<file path="config.mk">
export PLATFORM = sky130hd
export DESIGN_NAME = exu_oitf
export DESIGN_NICKNAME = d
export VERILOG_FILES = /design/src/rtl/exu_oitf_pkg.sv /design/src/rtl/exu_oitf_ptr.sv /design/src/rtl/exu_oitf.sv
export SDC_FILE = /design/constraint.sdc
export NUM_CORES = 1
export LEC_CHECK = 0
export BUFFER_PORTS_ARGS = -buffer_cell sky130_fd_sc_hd__buf_2
export CAP_MARGIN = 20
export CORE_ASPECT_RATIO = 1.1
export CORE_MARGIN = 1.5
export CORE_UTILIZATION = 55
export CTS_CLUSTER_SIZE = 14
export DETAILED_ROUTE_END_ITERATION = 8
export GPL_TIMING_DRIVEN = 0
export PLACE_DENSITY = 0.81
export REMOVE_ABC_BUFFERS = 1
export SYNTH_ARGS = -nofsm -noshare
export SYNTH_HDL_FRONTEND = slang
export SYNTH_HIERARCHICAL = 1
export SYNTH_SLANG_ARGS = --single-unit
</file>
<file path="constraint.sdc">
create_clock -name clk -period 4.79 [get_ports clk]
set_input_delay 0 -clock clk [delete_from_list [all_inputs] [get_ports clk]]
set_output_delay 0 -clock clk [all_outputs]
set_load 0.1 [all_outputs]
</file>
<file path="src/rtl/exu_oitf_pkg.sv">
// Shared sizing for the EXU outstanding-instruction track FIFO.
// The itag width is derived from the depth so the two cannot drift apart.
package exu_oitf_pkg;

  localparam int E203_OITF_DEPTH  = 2;
  localparam int E203_RFIDX_WIDTH = 5;
  localparam int E203_PC_SIZE     = 32;
  localparam int E203_ITAG_WIDTH  = $clog2(E203_OITF_DEPTH);

endpackage

</file>
<file path="src/rtl/exu_oitf_ptr.sv">
// Circular pointer with a wrap flag.
// The flag lets equal pointers be told apart as full or empty.
module exu_oitf_ptr #(
  parameter int DEPTH = 2,
  parameter int W     = 1
) (
  input  logic         clk,
  input  logic         rst_n,
  input  logic         inc_i,
  output logic [W-1:0] ptr_o,
  output logic         flg_o
);

  localparam logic [W-1:0] LAST = W'(DEPTH - 1);

  logic [W-1:0] ptr_q, ptr_d;
  logic         flg_q, flg_d;

  always_comb begin
    ptr_d = ptr_q;
    flg_d = flg_q;
    if (inc_i) begin
      if (ptr_q == LAST) begin
        ptr_d = '0;
        flg_d = ~flg_q;
      end else begin
        ptr_d = ptr_q + 1'b1;
      end
    end
  end

  always_ff @(posedge clk or negedge rst_n) begin
    if (!rst_n) begin
      ptr_q <= '0;
      flg_q <= 1'b0;
    end else begin
      ptr_q <= ptr_d;
      flg_q <= flg_d;
    end
  end

  assign ptr_o = ptr_q;
  assign flg_o = flg_q;

endmodule

</file>
<file path="src/rtl/exu_oitf.sv">
// Outstanding instruction track FIFO: hands out itags to long-pipe
// instructions, retires them in order and flags dispatch hazards.
module exu_oitf
  import exu_oitf_pkg::*;
#(
  parameter int DEPTH       = E203_OITF_DEPTH,
  parameter int RFIDX_WIDTH = E203_RFIDX_WIDTH,
  parameter int PC_SIZE     = E203_PC_SIZE,
  parameter int ITAG_WIDTH  = $clog2(DEPTH)
) (
  input  logic                   clk,
  input  logic                   rst_n,
  input  logic                   dis_ena,
  output logic                   dis_ready,
  output logic [ITAG_WIDTH-1:0]  dis_ptr,
  input  logic                   ret_ena,
  output logic [ITAG_WIDTH-1:0]  ret_ptr,
  output logic [RFIDX_WIDTH-1:0] ret_rdidx,
  output logic                   ret_rdwen,
  output logic                   ret_rdfpu,
  output logic [PC_SIZE-1:0]     ret_pc,
  input  logic                   disp_i_rs1en,
  input  logic                   disp_i_rs2en,
  input  logic                   disp_i_rs3en,
  input  logic                   disp_i_rdwen,
  input  logic                   disp_i_rs1fpu,
  input  logic                   disp_i_rs2fpu,
  input  logic                   disp_i_rs3fpu,
  input  logic                   disp_i_rdfpu,
  input  logic [RFIDX_WIDTH-1:0] disp_i_rs1idx,
  input  logic [RFIDX_WIDTH-1:0] disp_i_rs2idx,
  input  logic [RFIDX_WIDTH-1:0] disp_i_rs3idx,
  input  logic [RFIDX_WIDTH-1:0] disp_i_rdidx,
  input  logic [PC_SIZE-1:0]     disp_i_pc,
  output logic                   oitfrd_match_disprs1,
  output logic                   oitfrd_match_disprs2,
  output logic                   oitfrd_match_disprs3,
  output logic                   oitfrd_match_disprd,
  output logic                   oitf_empty
);

  logic [ITAG_WIDTH-1:0] alc_ptr;
  logic                  alc_flg, ret_flg;
  logic                  full, empty;
  logic                  alc_fire, ret_fire;

  logic [DEPTH-1:0]       vld_q, vld_d;
  logic [DEPTH-1:0]       rdwen_q, rdfpu_q;
  logic [RFIDX_WIDTH-1:0] rdidx_q [DEPTH];
  logic [PC_SIZE-1:0]     pc_q    [DEPTH];

  logic [DEPTH-1:0] hit1, hit2, hit3, hitd;

  assign full  = (alc_ptr == ret_ptr) & (alc_flg != ret_flg);
  assign empty = (alc_ptr == ret_ptr) & (alc_flg == ret_flg);

  assign alc_fire = dis_ena & ~full;
  assign ret_fire = ret_ena & ~empty;

  exu_oitf_ptr #(.DEPTH(DEPTH), .W(ITAG_WIDTH)) u_alc_ptr (
    .clk   (clk),
    .rst_n (rst_n),
    .inc_i (alc_fire),
    .ptr_o (alc_ptr),
    .flg_o (alc_flg)
  );

  exu_oitf_ptr #(.DEPTH(DEPTH), .W(ITAG_WIDTH)) u_ret_ptr (
    .clk   (clk),
    .rst_n (rst_n),
    .inc_i (ret_fire),
    .ptr_o (ret_ptr),
    .flg_o (ret_flg)
  );

  // Alloc and retire slots differ whenever both may fire.
  always_comb begin
    vld_d = vld_q;
    for (int i = 0; i < DEPTH; i++) begin
      if (ret_fire && ret_ptr == ITAG_WIDTH'(i)) vld_d[i] = 1'b0;
      if (alc_fire && alc_ptr == ITAG_WIDTH'(i)) vld_d[i] = 1'b1;
    end
  end

  always_ff @(posedge clk or negedge rst_n) begin
    if (!rst_n) vld_q <= '0;
    else        vld_q <= vld_d;
  end

  always_ff @(posedge clk) begin
    for (int i = 0; i < DEPTH; i++) begin
      if (alc_fire && alc_ptr == ITAG_WIDTH'(i)) begin
        rdwen_q[i] <= disp_i_rdwen;
        rdfpu_q[i] <= disp_i_rdfpu;
        rdidx_q[i] <= disp_i_rdidx;
        pc_q[i]    <= disp_i_pc;
      end
    end
  end

  for (genvar i = 0; i < DEPTH; i++) begin : g_ent
    logic live;
    assign live    = vld_q[i] & rdwen_q[i];
    assign hit1[i] = live & disp_i_rs1en & (rdfpu_q[i] == disp_i_rs1fpu)
                   & (rdidx_q[i] == disp_i_rs1idx);
    assign hit2[i] = live & disp_i_rs2en & (rdfpu_q[i] == disp_i_rs2fpu)
                   & (rdidx_q[i] == disp_i_rs2idx);
    assign hit3[i] = live & disp_i_rs3en & (rdfpu_q[i] == disp_i_rs3fpu)
                   & (rdidx_q[i] == disp_i_rs3idx);
    assign hitd[i] = live & disp_i_rdwen & (rdfpu_q[i] == disp_i_rdfpu)
                   & (rdidx_q[i] == disp_i_rdidx);
  end

  assign oitfrd_match_disprs1 = |hit1;
  assign oitfrd_match_disprs2 = |hit2;
  assign oitfrd_match_disprs3 = |hit3;
  assign oitfrd_match_disprd  = |hitd;

  assign dis_ready  = ~full;
  assign dis_ptr    = alc_ptr;
  assign oitf_empty = empty;

  assign ret_rdidx = rdidx_q[ret_ptr];
  assign ret_rdwen = rdwen_q[ret_ptr];
  assign ret_rdfpu = rdfpu_q[ret_ptr];
  assign ret_pc    = pc_q[ret_ptr];

  // A blocked allocate alongside a retire from full is a legal overlap.
  a_no_alc_full: assert property (@(posedge clk) disable iff (!rst_n)
    !(dis_ena && full && !ret_ena));
  a_no_ret_empty: assert property (@(posedge clk) disable iff (!rst_n)
    !(ret_ena && empty));

endmodule
</file>
After elaboration in Yosys (flattened, before gate mapping)
Memories as Yosys holds them, arrays and structs flattened.
Cells that the tools add are included.
{"block": "totals", "register_bits": 10, "mem_bits_rw": 74, "inputBits": 64, "output_inout_bits": 47, "word_cells": 104, "n_memories": 2}
{"block": "classes", "n_addsub": 2, "order_cmp": 1, "eq_ne": 19, "muxes": 20, "n_bitwise": 36, "reduce_logical": 14}
{"name": "pc_q", "depth": 2, "width": 32, "read_ports": 1, "rd_ports_with_merged_regs": 0, "wr": 1, "line": "exu_oitf.sv:50", "rtl": "logic [PC_SIZE-1:0] pc_q [DEPTH];"}
{"name": "rdidx_q", "depth": 2, "width": 5, "read_ports": 3, "rd_ports_with_merged_regs": 0, "wr": 1, "line": "exu_oitf.sv:49", "rtl": "logic [RFIDX_WIDTH-1:0] rdidx_q [DEPTH];"}
{"op": "$eq 5x5->1", "count": 8}
{"op": "$mux 32", "count": 1}
{"op": "$reduce_or 32->1", "count": 1}
{"op": "$and 1x1->1", "count": 30}
{"op": "$mux 1", "count": 18}
{"op": "$eq 1x1->1", "count": 10}
{"op": "$reduce_or 2->1", "count": 4}
{"op": "$not 1->1", "count": 6}
{"op": "$mux 5", "count": 1}
{"op": "$reduce_or 5->1", "count": 1}
{"op": "$logic_and 1x1->1", "count": 4}
{"op": "$reduce_and 2->1", "count": 2}
{"op": "$reduce_bool 2->1", "count": 2}
{"op": "$add 1x1->1 const B", "count": 2}
{"op": "$lt 1x2->1 const B", "count": 1}
{"op": "$ne 1x1->1", "count": 1}

Logic depth before layout (Yosys ltp)
Gate-level depths: netlist of run 1.
{"block": "depth", "word_depth": 9, "ltp_mapped": 6, "ltp_nobuf": 5}

Hierarchy
Netlist of run 1, hierarchy kept.
{"mod": "exu_oitf", "instances": 1, "cells_each": 229, "area_per_inst_um2": 3618.5, "seq_area_each_um2": 2392.3}
{"mod": "exu_oitf_ptr", "instances": 2, "cells_each": 5, "area_per_inst_um2": 71.3, "seq_area_each_um2": 50.0}

Worst setup path before layout of run 1
No wires, ideal clock.
{"block": "synth_timing", "path_type": "flip-flop to flip-flop", "start": "register u_ret_ptr.ptr_q, in the netlist u_ret_ptr/ptr_o", "end": "memory pc_q[0][0] (netlist name), enable pin", "arrival_time_ns": 3.232, "path_slack_ns": 1.109, "path_stages_with_launch": 4, "path_buffers": 1, "period_less_slack_ns": 3.681, "path_cell_list": "dfrtp_1 buf_2 inv_1 a21oi_1"}
{"block": "synth_between", "elab_chain_len": 9, "elab_cells_between_ends": 13, "cone_classes": "eq/ne (1); mux (6); bitwise (3); reduce/logical (3)"}
{"item": "start, declared", "line": "exu_oitf_ptr.sv:16", "rtl": "logic [W-1:0] ptr_q, ptr_d;"}
{"item": "start signal, assigned", "line": "exu_oitf_ptr.sv:37", "rtl": "ptr_q <= ptr_d;"}
{"item": "$eq 1x1->1 (*)", "line": "exu_oitf.sv:54", "rtl": "assign full = (alc_ptr == ret_ptr) & (alc_flg != ret_flg);"}
{"item": "$and 1x1->1 (*)", "line": "exu_oitf.sv:54"}
{"item": "$not 1->1 (*)", "line": "exu_oitf.sv:57", "rtl": "assign alc_fire = dis_ena & ~full;"}
{"item": "$and 1x1->1 (*)", "line": "exu_oitf.sv:57"}
{"item": "$logic_and 1x1->1", "line": "exu_oitf.sv:92", "rtl": "if (alc_fire && alc_ptr == ITAG_WIDTH'(i)) begin"}
{"item": "$mux 1", "line": "exu_oitf.sv:92"}
{"item": "$mux 1 (not written as such)", "line": "exu_oitf.sv:96", "rtl": "pc_q[i] <= disp_i_pc;"}
{"item": "$reduce_or 32->1 (no source line)"}
{"item": "$mux 1 (no source line)"}
{"item": "end, declared", "line": "exu_oitf.sv:50"}
Every way passes the cells marked *; elsewhere a longest branch is shown, timed or not.

Worst setup path after layout of run 1
{"block": "layout_timing", "start": "register u_ret_ptr.ptr_q, in the netlist u_ret_ptr/ptr_o", "end": "output port oitf_empty"}
{"block": "layout_between", "elab_chain_len": 2}
{"item": "$eq 1x1->1", "line": "exu_oitf.sv:55", "rtl": "assign empty = (alc_ptr == ret_ptr) & (alc_flg == ret_flg);"}
{"item": "$and 1x1->1", "line": "exu_oitf.sv:55"}
{"item": "end, declared", "line": "exu_oitf.sv:39", "rtl": "output logic oitf_empty"}
No other way between the ends.

==> flow_summary_export.csv, run 1 <==
group,metric,value,unit
floorplan,dieArea,7344,µm²
detailed_routing,drt_iter0_drc,78,
cts,ctsRootBufferMaster,"clkbuf_8",
finish,diodes,0,
synth,ys_warn_count,6,
detailed_routing,vias,2495,
global_route,antenna_found_initial,0,
finish,mostFrequentLayoutCells,"110 x buf_2, 78 x edfxtp_1, 42 x dlygate4sd3_1",
finish,syn_to_final_growth,34.33,%
sta,period_minus_slack,2.102,ns
floorplan,die_x,81.85,µm
sta,setup_viol_count_final,0,
finish,nFillCells,393,
worst_hold_path,holdPathEnd,"vld_q[1]",
worst_setup_path,critPathMaxFanout,30,
detailed_routing,detail-route-antenna-nets,0,
floorplan,die_h,89.73,µm
place,dp_hpwl,5.171,mm
worst_setup_path,reg2reg_slack,2.89,ns
cts,cts_max_path_buffers,2,
synth,synthCells,239,
floorplan,ios,111,
synth,syn_area_per_cell,15.74,µm²
global_route,gr-total-overflow,0,
floorplan,rows,31,
global_route,grt_pass1_vias,2598,
worst_setup_path,cp_slowest_stage_delay,0.67,ns
worst_hold_path,hold_path_depth,3,
worst_setup_path,crit-reg2reg-launch,"u_ret_ptr/ptr_o",
worst_setup_path,crit_family,"buffers and inverters",
cts,hold_buffers,42,
place,pre_cts_ws,2.888,ns
sta,hold_viol_final,0,
detailed_routing,firstDrtPassIters,4,
cts,cts_max_level,3,
detailed_routing,wl_per_cell,17.42,µm
cts,cts.sinks,84,
global_route,grt_use_total,23.82,%
synth,ys_ff_latch,84,
cts,clk_pin_slew_worst_paths,0.09,ns
sta,slew_violations,0,
cts,cts_setup_buffers,0,
global_route,grt_pass1_wl,12.76,mm
place,io_buffer_count,110,
worst_setup_path,end_kind,"output pin",
synth,syn_area,3761,µm²
worst_setup_path,cp_slowest_cell,"dfrtp_2",
detailed_routing,drc,0,
detailed_routing,routed_wl,8.276,mm
floorplan,core_area,6594,µm²
cts,cts_tree,"done",
global_route,grt_max_degree,31,
sta,max_clock_freq,0.4758,GHz
worst_setup_path,crit_arrival,2.10,ns
finish,nets,452,
worst_setup_path,worstSetupPathType,"reg -> out",
sta,fin_ws,2.688,ns
worst_setup_path,path_buf_inv,2,
synth,ys_seq_area_share,66.27,%
job,drv_cap,0,
worst_setup_path,r2r-end,"pc_q[0][12]",
sta,grt_setup_unrepaired,"no",
worst_setup_path,worstPathRequired,4.79,ns
worst_setup_path,crit_cells,4,
sta,worst_slew_pin_slew,0.7022,ns
cts,ctsResizeCount,0,
worst_setup_path,start_kind,"register",
floorplan,start_util,57.04,%
cts,cts_buffers,9,
cts,worst_skew_pair.late_latency,0.35,ns
worst_hold_path,worstHoldPathType,"in -> reg",
sta,skew,0.009495,ns
finish,drive_gt1_share,43.51,%
synth,yosysUniqueCellTypes,25,
sta,fin_crit_sh,43.88,%
outcome,status,"finished, final reports clean",
worst_hold_path,min_from,"dis_ena",
detailed_routing,avgViaCountPerCell,5.253,
finish,final_util,76.62,%
worst_setup_path,cp_cell_sequence,"buf_12, xnor2_1, nor2b_1, buf_2",
finish,layout_commonest_cell,"buf_2",
worst_setup_path,reg2reg_depth,3,
sta,slew_headroom,53.08,%
place,gp_congestion,0.7769,
Yosys cell counts, drive strengths merged:
library cell / number / share of area [%]
and2: 2 / 0.33
inv: 2 / 0.20
nor2: 2 / 0.20
nor2b: 2 / 0.33
o21ai: 4 / 0.53
xnor2: 40 / 9.3
xor2: 14 / 3.5
dfrtp: 6 / 4.0
o22ai: 2 / 0.33
a31oi: 1 / 0.17
a21boi: 1 / 0.20
a21oi: 3 / 0.40
a211o: 1 / 0.23
nand4: 13 / 2.2
nand3: 3 / 0.40
edfxtp: 78 / 62
nand2b: 2 / 0.33
mux2: 39 / 12
nand2: 4 / 0.40
nor4: 3 / 0.50
buf: 17 / 2.6
worst register-to-register path: cells and delay by family, from the launching register on:
| family | cells | cell delay [ns] |
|---|---|---|
| flip-flops | 1 | 0.67 |
| buffers and inverters | 2 | 0.43 |
| AO/OA/AOI/OAI | 1 | 0.49 |
cell type report:
class | count | area (µm²) | area share (%)
Sequential cell | 84 | 2494 | 49.36
Multi-Input combinational cell | 136 | 1187 | 23.50
Timing Repair Buffer | 155 | 1039 | 20.55
Clock buffer | 10 | 127.6 | 2.526
Tap cell | 82 | 102.6 | 2.031
Clock inverter | 6 | 95.09 | 1.882
Inverter | 2 | 7.507 | 0.1486
registers in the layout (all words and copies together) (netlist names):
signal / count
pc_q: 64
rdwen_q: 2
u_ret_ptr/flg_o: 1
u_ret_ptr/ptr_o: 1
rdidx_q: 10
u_alc_ptr/ptr_o: 1
rdfpu_q: 2
vld_q: 2
u_alc_ptr/flg_o: 1
how the worst max path moves through the flow:
stage,from,end,slack [ns]
finish,u_ret_ptr/ptr_o,oitf_empty,2.69
global route,rdidx_q[1][4],oitfrd_match_disprs3,2.57
CTS,rdidx_q[1][0],oitfrd_match_disprs3,2.67
detailed placement,u_ret_ptr/ptr_o,pc_q[0][15],2.89
global placement,u_ret_ptr/ptr_o,pc_q[0][22],-0.55
floorplan,u_ret_ptr/ptr_o,pc_q[0][0],0.40
metrics by stage:
| stage | instances | cell area (µm²) | hold slack, ns | setup TNS, ns |
|---|---|---|---|---|
| floorplan | 222 | 3665 | -0.2956 | 0 |
| global placement | 414 | 4318 | -0.1719 | -27.43 |
| detailed placement | 417 | 4409 | -0.1715 | 0 |
| CTS | 475 | 5052 | 0.005233 | 0 |
| global route | 475 | 5052 | 0.05029 | 0 |
| finish | 475 | 5052 | 0.02711 | 0 |
layer usage:
metal	wire, µm	GRT usage, %	vias up
met4	110	7.910	0
met2	4296	40.85	110
li1	-	-	1174
met3	637	6.599	9
met1	3231	28.34	1202
met5	0	0	-
logic make-up after synthesis:
| kind of cell | count (synthesis) | synth area share [%] |
|---|---|---|
| compound gates | 12 | 1.863 |
| buf+inv | 19 | 2.761 |
| xor+xnor | 54 | 12.77 |
| mux | 39 | 11.68 |
| simple gates | 31 | 4.657 |
| flops | 84 | 66.27 |
Power of run 1 is left out: the tool's default activity adds up to more than one toggle a clock period on the data nets, which glitch-free logic cannot reach.
==> run 2, diff against run 1 <==
Settings changed: CORE_UTILIZATION 55 to 51, PLACE_DENSITY 0.81 to 0.76.
Clock period 4.79 ns to 2.2 ns, I/O delays scaled along.
==> run 2 against run 1 <==
Against the previous run:
- final cell count is 1.3% higher
- critical endpoint is now oitfrd_match_disprs3
- the flow now finishes with violations (design-rule violations)
- non-clock buffer count is 3 higher
- clock-buffer cell count is 1 lower
==> flow_summary_export.csv, run 2 (synthesis results as in run 1) <==
group,metric,value,unit
place,place_inst,420,
finish,diodes,0,
sta,skew,0.01219,ns
cts,ctsResizeCount,0,
outcome,status,"finished with violations",
sta,max_clock_freq,0.4911,GHz
floorplan,die_h,93.07,µm
cts,cts.sinks,84,
sta,slew_violations,0,
finish,largest_reg_flops,64,
finish,layout_commonest_cell,"buf_2",
worst_setup_path,worstSetupPathType,"reg -> out",
detailed_routing,detail-route-antenna-nets,0,
global_route,grt_max_degree,34,
worst_setup_path,start_kind,"register",
sta,worst_slew_pin_slew,0.6148,ns
cts,cts_tree,"done",
cts,clk_pin_slew_worst_paths,0.09,ns
sta,setup-tns-final,0,ns
place,io_buffer_count,110,
finish,nets,455,
sta,fin_ws,0.1637,ns
finish,drive_gt1_share,43.43,%
cts,ctsRootBufferMaster,"clkbuf_8",
floorplan,dieArea,7899,µm²
global_route,antenna_found_initial,0,
worst_hold_path,worstHoldPathType,"in -> reg",
cts,cts_buffers,9,
floorplan,start_util,53.07,%
detailed_routing,routed_wl,7.805,mm
sta,grt_setup_unrepaired,"no",
detailed_routing,firstDrtPassIters,6,
place,pre_cts_ws,0.09183,ns
worst_setup_path,crit_arrival,2.04,ns
floorplan,die_x,84.88,µm
floorplan,ios,111,
worst_setup_path,cp_cell_sequence,"xor2_1, nor4_1, nand4_1, o21ai_1, buf_2",
worst_hold_path,hold_path_depth,3,
detailed_routing,drc,9,
cts,cts_max_path_buffers,2,
worst_setup_path,cp_slowest_stage_delay,0.50,ns
sta,hold_viol_final,0,
sta,slew_headroom,58.92,%
detailed_routing,drt_iter0_drc,143,
job,drv_cap,0,
detailed_routing,wl_per_cell,16.23,µm
global_route,grt_use_total,20.56,%
floorplan,rows,32,
finish,syn_to_final_growth,34.33,%
worst_setup_path,critPathMaxFanout,5,
place,dp_hpwl,5.147,mm
finish,final_util,71.29,%
detailed_routing,vias,2454,
cts,worst_skew_pair.late_latency,0.34,ns
sta,setup_viol_count_final,0,
finish,largest-register,"pc_q",
global_route,grt_pass1_wl,12.19,mm
sta,fin_crit_sh,92.56,%
global_route,gr-total-overflow,0,
global_route,grt_pass1_vias,2584,
detailed_routing,avgViaCountPerCell,5.102,
worst_setup_path,cp_slowest_cell,"edfxtp_1",
worst_setup_path,reg2reg_depth,3,
worst_setup_path,end_kind,"output pin",
finish,layoutNonFillerInstCount,481,
floorplan,core_area,7087,µm²
finish,top_regs,"pc_q: 64 flops, rdidx_q: 10 flops",
outcome,violations,"design-rule violations",
cts,cts_max_level,3,
sta,period_minus_slack,2.036,ns
finish,mostFrequentLayoutCells,"110 x buf_2, 78 x edfxtp_1, 44 x dlygate4sd3_1",
place,gp_congestion,0.9080,
worst_setup_path,worstPathRequired,2.20,ns
[run 2: cell count changes in the layout (fill, tap and decap cells not counted), sizes merged]
cell         change
clkinv           +3
bufinv           -2
dlygate4sd3      +2
buf              +1
clkbuf           -1
clkinvlp         +1
inv              -1
[run 2: worst paths after layout]
check | endpoint | slack [ns] | startpoint
setup / recovery | oitfrd_match_disprs3 | 0.16 | rdidx_q[1][4]
min in group asynchronous | vld_q[0] | 0.50 | rst_n
max in group asynchronous | u_ret_ptr/ptr_o | 0.86 | rst_n
setup reg to reg | pc_q[1][17] | 0.28 | u_ret_ptr/ptr_o
hold reg to reg | u_alc_ptr/flg_o | 0.54 | u_alc_ptr/flg_o
hold / removal | u_alc_ptr/ptr_o | 0.02 | dis_ena
[run 2: worst max-delay path: cells and delay by family, from the launching register on]
kind / cells / cell delay (ns)
xor gates and xnor gates: 1 / 0.21
DFF: 1 / 0.50
AOI/OAI and AO/OA: 1 / 0.08
buffers and inverters: 1 / 0.44
and+or+nand+nor: 2 / 0.46
[run 2: timing repair]
| action | CTS | global route |
|---|---|---|
| hold endpoints to repair | 85 | 0 |
| hold buffers | 44 | 0 |
| endpoints found under the setup margin | 0 | 19 |
| buffers inserted | 0 | 1 |
[run 2: layout make-up]
type                            count  area [µm²]
Clock buffer                        9       123.9
Tap cell                           85       106.4
Timing Repair Buffer              158        1071
Inverter                            2       7.507
Multi-Input combinational cell    136        1187
Clock inverter                      7       62.56
Fill cell                         491        2034
Sequential cell                    84        2494
[run 2: stage by stage]
step,hold WS [ns],area [µm²]
3_5_place_dp,-0.1672,4405
3_3_place_gp,-0.1732,4322
6_report,0.01735,5052
4_1_cts,0.0008692,5032
2_1_floorplan,-0.2956,3665
5_1_grt,0.05343,5052
[run 2: routing by layer]
layer | GRT usage (%) | wire (µm)
met5 | 0 | 0
met3 | 6.355 | 577
met4 | 8.607 | 170
met1 | 24.54 | 3175
met2 | 34.67 | 3881
Power of run 2 is left out for the same reason.
==> run 3, diff against run 2 <==
Settings changed: CELL_PAD_IN_SITES_DETAIL_PLACEMENT from default to 0, CELL_PAD_IN_SITES_GLOBAL_PLACEMENT from default to 1, CORE_UTILIZATION 51 to 42, PLACE_DENSITY 0.76 to 0.77.
==> run 3 against run 2 <==
Against the previous run:
- the run now ends clean
- wire length grew 4.3%
- worst hold slack gained 0.022 ns
- maximum frequency shrank 0.19%
- critical path type unchanged
- highest routed layer unchanged
==> flow_summary_export.csv, run 3 (synthesis results as in run 1) <==
group,metric,value,unit
global_route,grt_use_total,17.55,%
worst_setup_path,worstSetupPathType,"reg -> out",
sta,grt_setup_unrepaired,"no",
global_route,busiest_layer,"met2",
sta,slew_violations,0,
global_route,grt_pass1_wl,12.41,mm
global_route,grt_max_degree,32,
global_route,grt_pass1_vias,2544,
floorplan,dieArea,9532,µm²
detailed_routing,wl_per_cell,16.05,µm
floorplan,core_area,8783,µm²
finish,largest_reg_flops,64,
worst_setup_path,cp_slowest_cell,"dfrtp_2",
cts,cts_max_level,3,
place,placed_area,4449,µm²
floorplan,rows,36,
floorplan,die_h,102.3,µm
detailed_routing,detail-route-antenna-nets,0,
place,gp_congestion,0.8628,
global_route,use_met3,4.241,%
worst_setup_path,cp_cell_sequence,"buf_12, xnor2_1, nor2b_1, buf_2",
detailed_routing,drt_iter0_drc,70,
floorplan,die_x,93.23,µm
cts,cts_buffers,9,
worst_setup_path,crit_arrival,2.04,ns
finish,diodes,0,
sta,period_minus_slack,2.040,ns
floorplan,start_util,42.82,%
finish,drive_gt1_share,43.51,%
place,place_inst,449,
worst_hold_path,worstHoldPathType,"in -> reg",
sta,fin_hold_ws,0.03912,ns
sta,skew,0.01049,ns
sta,hold_viol_final,0,
finish,mostFrequentLayoutCells,"110 x buf_2, 78 x edfxtp_1, 43 x dlygate4sd3_1",
cts,worst_skew_pair.late_latency,0.34,ns
cts,ctsResizeCount,0,
detailed_routing,drc,0,
place,dp_hpwl,5.371,mm
sta,worst_slew_pin_slew,0.7412,ns
detailed_routing,vias,2411,
finish,layoutNonFillerInstCount,507,
cts,clk_pin_slew_worst_paths,0.09,ns
finish,largest-register,"pc_q",
finish,postLayoutCellArea,5052,µm²
cts,cts.sinks,84,
sta,slew_headroom,50.48,%
floorplan,ios,111,
outcome,status,"finished, final reports clean",
detailed_routing,routed_wl,8.138,mm
global_route,met1_usage,20.22,%
sta,setup_viol_count_final,0,
job,drv_cap,0,
global_route,use_met2,31.38,%
sta,max_clock_freq,0.4902,GHz
detailed_routing,avgViaCountPerCell,4.755,
place,io_buffer_count,110,
detailed_routing,firstDrtPassIters,4,
worst_setup_path,cp_slowest_stage_delay,0.65,ns
worst_setup_path,worstPathRequired,2.20,ns
cts,cts_tree,"done",
finish,syn_to_final_growth,34.33,%
global_route,antenna_found_initial,0,
global_route,gr-total-overflow,0,
finish,layout_commonest_cell,"buf_2",
worst_setup_path,end_kind,"output pin",
worst_setup_path,critPathMaxFanout,31,
worst_setup_path,start_kind,"register",
finish,nets,453,
cts,cts_max_path_buffers,2,
finish,top_regs,"pc_q: 64 flops, rdidx_q: 10 flops",
sta,fin_crit_sh,92.73,%
cts,ctsRootBufferMaster,"clkbuf_8",
run 3: cell types whose count changed in the layout (fill, tap and decap cells not counted):
cell,before,now
buf_12,4,2
clkinv_4,3,1
clkinvlp_4,1,3
buf_16,0,1
clkinv_1,1,0
clkinv_8,1,0
dlygate4sd3_1,44,43
inv_6,1,2
run 3: stage by stage:
stage	setup TNS [ns]	setup WS [ns]	utilization, %
finish	0	0.1599	57.52
detailed placement	0	0.2060	50.66
global route	0	0.01792	57.52
global placement	-263.89	-3.349	49.62
CTS	0	0.1123	57.52
floorplan	-177.26	-2.185	-
run 3: what timing repair did:
item	in CTS	in global routing
endpoints found under the hold margin	86	0
hold buffers	43	0
setup buffers	0	0
run 3: layout make-up:
cell class                      instances  area [µm²]
Clock buffer                            9       123.9
Clock inverter                          6       48.80
Fill cell                             751        3731
Inverter                                2       7.507
Multi-Input combinational cell        136        1187
Sequential cell                        84        2494
Tap cell                              114       142.6
Timing Repair Buffer                  156        1049
run 3: worst paths after layout:
check / startpoint / endpoint / slack, ns / cells after the start
worst min-delay path: dis_ena / u_alc_ptr/ptr_o / 0.04 / 3
max in group asynchronous: rst_n / u_ret_ptr/ptr_o / 1.37 / 3
worst max-delay path: u_ret_ptr/ptr_o / oitf_empty / 0.16 / 4
worst max register to register: u_ret_ptr/ptr_o / pc_q[0][25] / 0.20 / 3
min in group asynchronous: rst_n / vld_q[1] / 0.59 / 3
worst min register to register: u_alc_ptr/flg_o / u_alc_ptr/flg_o / 0.52 / 1
run 3: per-layer routing:
layer / vias up / share of wire [%]
met4: 0 / 0.97
met1: 1140 / 41
met5: - / 0
met2: 84 / 52
li1: 1181 / -
met3: 6 / 6.2
run 3: critical path: cells and delay by family (launching register included):
| kind | cells | cell delay, ns |
|---|---|---|
| xor+xnor | 1 | 0.15 |
| buf+inv | 2 | 0.71 |
| flops | 1 | 0.65 |
| simple gates | 1 | 0.18 |
Power of run 3 is left out for the same reason.
